File: config.mk
export PLATFORM = sky130hd
export DESIGN_NAME = imem_loader
export DESIGN_NICKNAME = d
export VERILOG_FILES = /design/src/rtl/imem_loader.sv
export SDC_FILE = /design/constraint.sdc
export NUM_CORES = 1
export LEC_CHECK = 0
export ABC_CLOCK_PERIOD_IN_PS = 3900
export BUFFER_PORTS_ARGS = -buffer_cell sky130_fd_sc_hd__buf_2
export CELL_PAD_IN_SITES_DETAIL_PLACEMENT = 1
export CELL_PAD_IN_SITES_GLOBAL_PLACEMENT = 2
export CORE_ASPECT_RATIO = 1.4
export CORE_UTILIZATION = 37
export DETAILED_ROUTE_END_ITERATION = 12
export PLACE_DENSITY_LB_ADDON = 0.1
export SETUP_SLACK_MARGIN = 0.05
export SYNTH_ARGS = -nofsm -noshare
export SYNTH_HDL_FRONTEND = slang
export SYNTH_SLANG_ARGS = --single-unit
File: constraint.sdc
create_clock -name clk -period 3.9 [get_ports clk]
set_clock_uncertainty 0.05 [all_clocks]
set_input_delay 0.78 -clock clk [delete_from_list [all_inputs] [get_ports clk]]
set_output_delay 0.78 -clock clk [all_outputs]
set_load 0.01 [all_outputs]
File: src/rtl/imem_loader.sv
// imem_loader: boot-time loader that turns a framed byte stream into instruction-memory writes.
// The core is kept in reset until a complete, checksum-verified image has been written.
module imem_loader #(
    parameter int NUM_WORDS = 32,
    parameter int ADDR_W    = 32
) (
    input  logic              clk,
    input  logic              reset,
    input  logic              start,
    input  logic              in_valid,
    input  logic [7:0]        in_data,
    output logic              in_ready,
    output logic              mem_we,
    output logic [ADDR_W-1:0] mem_addr,
    output logic [31:0]       mem_wdata,
    output logic              core_reset,
    output logic              busy,
    output logic              done,
    output logic              error
);
    localparam int          IDX_W   = $clog2(NUM_WORDS + 1);
    localparam logic [15:0] MAX_LEN = 16'(NUM_WORDS);

    typedef enum logic [2:0] {IDLE, LEN0, LEN1, DATA, CSUM, DONE, ERROR} state_t;

    state_t           state;
    state_t           next_state;
    logic [15:0]      len;
    logic [15:0]      full_len;
    logic [IDX_W-1:0] word_idx;
    logic [1:0]       byte_cnt;
    logic [7:0]       acc;
    logic [23:0]      word_lo;
    logic             accept;
    logic             restart;
    logic             last_word;
    logic             in_ready_d;
    logic             busy_d;
    logic             done_d;
    logic             error_d;
    logic             core_reset_d;
    logic             mem_we_d;

    assign accept    = in_valid && in_ready;
    assign restart   = start && (state == IDLE || state == DONE || state == ERROR);
    assign full_len  = {in_data, len[7:0]};
    assign last_word = ((16'(word_idx) + 16'd1) == len);

    // State and registered outputs; status flags are decoded from the state being entered.
    always_ff @(posedge clk or posedge reset) begin
        if (reset) begin
            state      <= IDLE;
            in_ready   <= 1'b0;
            busy       <= 1'b0;
            done       <= 1'b0;
            error      <= 1'b0;
            core_reset <= 1'b1;
            mem_we     <= 1'b0;
            mem_addr   <= '0;
            mem_wdata  <= '0;
        end else begin
            state      <= next_state;
            in_ready   <= in_ready_d;
            busy       <= busy_d;
            done       <= done_d;
            error      <= error_d;
            core_reset <= core_reset_d;
            mem_we     <= mem_we_d;
            if (mem_we_d) begin
                mem_addr  <= ADDR_W'({word_idx, 2'b00});
                mem_wdata <= {in_data, word_lo};
            end
        end
    end

    always_comb begin
        next_state = state;
        case (state)
            IDLE, DONE, ERROR: if (start) next_state = LEN0;
            LEN0:              if (accept) next_state = LEN1;
            LEN1: begin
                if (accept)
                    next_state = (full_len == 16'd0 || full_len > MAX_LEN) ? ERROR : DATA;
            end
            DATA:              if (accept && byte_cnt == 2'd3 && last_word) next_state = CSUM;
            CSUM:              if (accept) next_state = (in_data == acc) ? DONE : ERROR;
            default:           next_state = IDLE;
        endcase
    end

    always_comb begin
        in_ready_d   = 1'b0;
        busy_d       = 1'b0;
        done_d       = 1'b0;
        error_d      = 1'b0;
        core_reset_d = 1'b1;
        case (next_state)
            LEN0, LEN1, DATA, CSUM: begin
                in_ready_d = 1'b1;
                busy_d     = 1'b1;
            end
            DONE: begin
                done_d       = 1'b1;
                core_reset_d = 1'b0;
            end
            ERROR:   error_d = 1'b1;
            default: ;
        endcase
        mem_we_d = accept && (state == DATA) && (byte_cnt == 2'd3);
    end

    // Header latch, little-endian word assembly and running XOR of data bytes.
    always_ff @(posedge clk or posedge reset) begin
        if (reset) begin
            len      <= '0;
            word_idx <= '0;
            byte_cnt <= '0;
            acc      <= '0;
            word_lo  <= '0;
        end else if (restart) begin
            word_idx <= '0;
            byte_cnt <= '0;
            acc      <= '0;
        end else if (accept) begin
            case (state)
                LEN0: len[7:0]  <= in_data;
                LEN1: len[15:8] <= in_data;
                DATA: begin
                    acc      <= acc ^ in_data;
                    byte_cnt <= byte_cnt + 2'd1;
                    case (byte_cnt)
                        2'd0:    word_lo[7:0]   <= in_data;
                        2'd1:    word_lo[15:8]  <= in_data;
                        2'd2:    word_lo[23:16] <= in_data;
                        default: word_idx       <= word_idx + IDX_W'(1);
                    endcase
                end
                default: ;
            endcase
        end
    end
endmodule

==> key figures <==
Run status
  • Outcome: completed

Finish
  • Finished Core Util: 42.8%
  • Area growth syn-to-layout: 12.8%
  • Post-Layout Cell Count: 596
  • Layout Nets: 458
  • Design Area, Final: 5270 sq um
  • # fillers: 1352
  • Ant diodes: 0
  • Share of cells above drive strength 1: 30.9%

Yosys
  • Area fraction in compound gates after synthesis: 3.58%
  • Mapped Cells: 394
  • Adder-cell share of the synthesized area: 1.34%
  • Netlist Area Pre-Place: 4680 sq um
  • EDFF count, synth: 0
  • Post-synthesis xor/xnor area fraction: 5.81%
  • Yosys cell types: 44
  • Top cells by area, synth: dfrtp_1, mux2_2, buf_4
  • Area leader, netlist: dfrtp_1
  • Warnings, synthesis: 0
  • Simple-gate share of the synthesized area: 10.9%
  • Synth Register Bits: 102
  • Ys flop type: dfrtp_1
  • Avg Cell Area, Syn: 11.9 sq um
  • Post-synthesis async set-or-reset flop share: 100%
  • Seq/Total Area, Yosys: 54.6%
  • Multiplexer share of the synthesized area: 16.9%
  • Synth top area share: 54.0%
  • Largest family of logic cells by synthesized area: multiplexers

Critical path
  • Crit path capture: word_idx[5]
  • Reg2reg start: state[2]
  • Critical path type: reg -> reg
  • Worst path required time: 4040 ps
  • CP Launch Type: register
  • Setup crit end kind: register
  • Worst flop-to-flop path endpoint: word_idx[5]
  • Worst Reg2Reg Path Length in Cells: 7
  • R2r setup slk: 1550 ps
  • Crit path DAT: 2490 ps
  • Critical Path Start: state[2]
  • Max FO, Critical Path: 27

Floorplan
  • DIE WIDTH: 97.0 um
  • Die ar.: 13100 sq um
  • Num rows: 48
  • DIE HEIGHT: 135 um
  • Core footprint: 12300 sq um
  • Boundary Pins: 82
  • Initial core utilization: 38.0%

Timing
  • Slew headroom: 32.7%
  • Final period util: 60.3%
  • Final number of hold-violating endpoints: 0
  • Fin. max-slew vios: 0
  • Post-layout min period: 2350 ps
  • Slew @ Worst Pin: 1010 ps
  • Max Clk Rate: 425 MHz
  • Setup repair after global routing missed its margin: false
  • TNS Setup: 0 ps
  • Setup violators final: 0

CTS
  • H-tree Lvls: 3
  • PostCTS Resize Cnt: 0
  • CTS buffer count: 9
  • CTS Buffer Depth: 2
  • Setup Fix Bufs, Post-CTS: 0
  • Skew-Pair Late Insertion Delay: 340 ps
  • Cts hold-fix bufs: 0
  • Root Buffer: clkbuf_16
  • Clk sinks: 102
  • Clock-pin slew on the worst setup and hold paths: 70 ps
  • TritonCTS clock tree: done

Routing
  • Via count: 2927
  • Remaining DRCs: 0
  • Mean routed wirelength per cell: 17.6 um
  • Total Wirelength: 10500 um
  • Drt initial violations: 81
  • First-pass DRT Iterations: 4
  • Final ANT Viol Nets: 0
  • Vias per cell: 4.91

GRT
  • Initial antenna violation count: 0
  • First-pass GRT wire length: 17300 um
  • Global route overflow: 0
  • Largest net degree at the start of global routing: 103
  • Number of global-route vias before repair: 3148
  • Total GRT Usage: 17.3%

Place
  • Post-Place Cells: 580
  • GPL Wtd Cong: 0.780
  • IO buf count: 55
  • Post-DP Area: 4980 sq um
  • Hpwl dp: 7060 um

Power and ir drop
  • Logic gate share of total power: 23.3%
  • Power Density: 581 nW/um^2
  • P_int: 2.09 mW
  • Sw frac: 31.9%
  • Clk pwr share: 28.6%
  • VDD IR max: 236 uV
  • Leak: 2.72 nW
  • Flop pwr share: 48.2%
  • Switching Power: 0.975 mW

Job
  • Max-Cap Viols: 0

Worst hold path
  • Tightest Hold Check Type: reg -> reg
[critical path, stage by stage (launching register included)]
cell and delay (ps):
dfrtp_1 480, nand2b_1 290, nor2_2 550, nand2_4 90, buf_4 280, nor3_1 260
xnor2_1 140, nor2_1 50
[sequential cells by signal, indices dropped and copies added (netlist names)]
name        count
acc             8
busy            1
word_idx        6
mem_addr        6
done            1
core_reset      1
byte_cnt        2
mem_we          1
len            16
state           3
error           1
mem_wdata      32
word_lo        24
[per-stage QoR]
stage | power [mW] | hold slack, ps | setup WS (ps)
floorplan | 2.02 | 388 | 396
global placement | 2.18 | 407 | 1270
detailed placement | 2.23 | 417 | 1200
CTS | 3.12 | 434 | 1500
global route | 3.27 | 462 | 1350
finish | 3.06 | 431 | 1550
[kinds of logic (layout without fill, tap and decap cells)]
kind of cell             Yosys count  in the layout
AND/OR/NAND/NOR                  109            109
flip-flops                       102            102
multiplexers                      70             70
buffers and inverters             53             80
XOR/XNOR                          31             31
AO/OA/AOI/OAI                     23             23
adder cells (fa/ha/maj)            5              5
other                              1             26
[layout make-up]
| type | instances | area [sq um] | area share, % |
|---|---|---|---|
| Inverter | 6 | 25.0 | 0.474 |
| Timing Repair Buffer | 58 | 310 | 5.88 |
| Sequential cell | 102 | 2550 | 48.4 |
| Tap cell | 150 | 188 | 3.56 |
| Clock buffer | 10 | 239 | 4.53 |
| Clock inverter | 6 | 52.6 | 0.996 |
| Multi-Input combinational cell | 264 | 1910 | 36.1 |
[layout by cell type, fill, tap and decap left out, types with 4 or more instances in the layout]
cell / count
nand2_1: 47
inv_1: 4
xor2_1: 20
nor4_1: 5
mux2_2: 53
ha_1: 5
clkbuf_16: 9
nand3_1: 7
dfrtp_1: 101
nor3_1: 5
mux2_1: 17
o21ai_0: 6
conb_1: 26
buf_2: 55
xnor2_1: 11
nor2_1: 24
a21oi_1: 7
nand2b_1: 4
[worst min-delay path by stage]
stage | from | endpoint | cells after the start
finish | len[14] | len[14] | 2
global route | mem_wdata[1] | mem_wdata[1] | 1
CTS | len[14] | len[14] | 2
detailed placement | len[14] | len[14] | 2
global placement | len[14] | len[14] | 2
floorplan | len[14] | len[14] | 2
[synth_stat cells (all sizes together), types with 3 or more instances]
cell type and number:
dfrtp 101, mux2 70, nand2 48, buf 34
nor2 25, xor2 20, clkbuf 13, xnor2 11
nand3 8, a21oi 7, nor3 7, inv 6
o21ai 6, ha 5, nor4 5, nand2b 4
nand4 3, or3 3
[power by group through the flow]
| stage | clock network [mW] | logic, mW | registers (mW) |
|---|---|---|---|
| finish | 0.874 | 0.712 | 1.48 |
| global route | 0.947 | 0.810 | 1.51 |
| CTS | 0.906 | 0.732 | 1.48 |
| detailed placement | 0 | 0.729 | 1.50 |
| global placement | 0 | 0.703 | 1.48 |
| floorplan | 0 | 0.592 | 1.43 |
[routing by layer]
layer	GRT usage, %	up-vias	wire length (um)
li1	-	1357	-
met3	3.99	7	324
met4	5.47	0	104
met2	30.0	52	5520
met5	0	-	0
met1	21.4	1511	4570
Power figures use the tool's default switching activity.
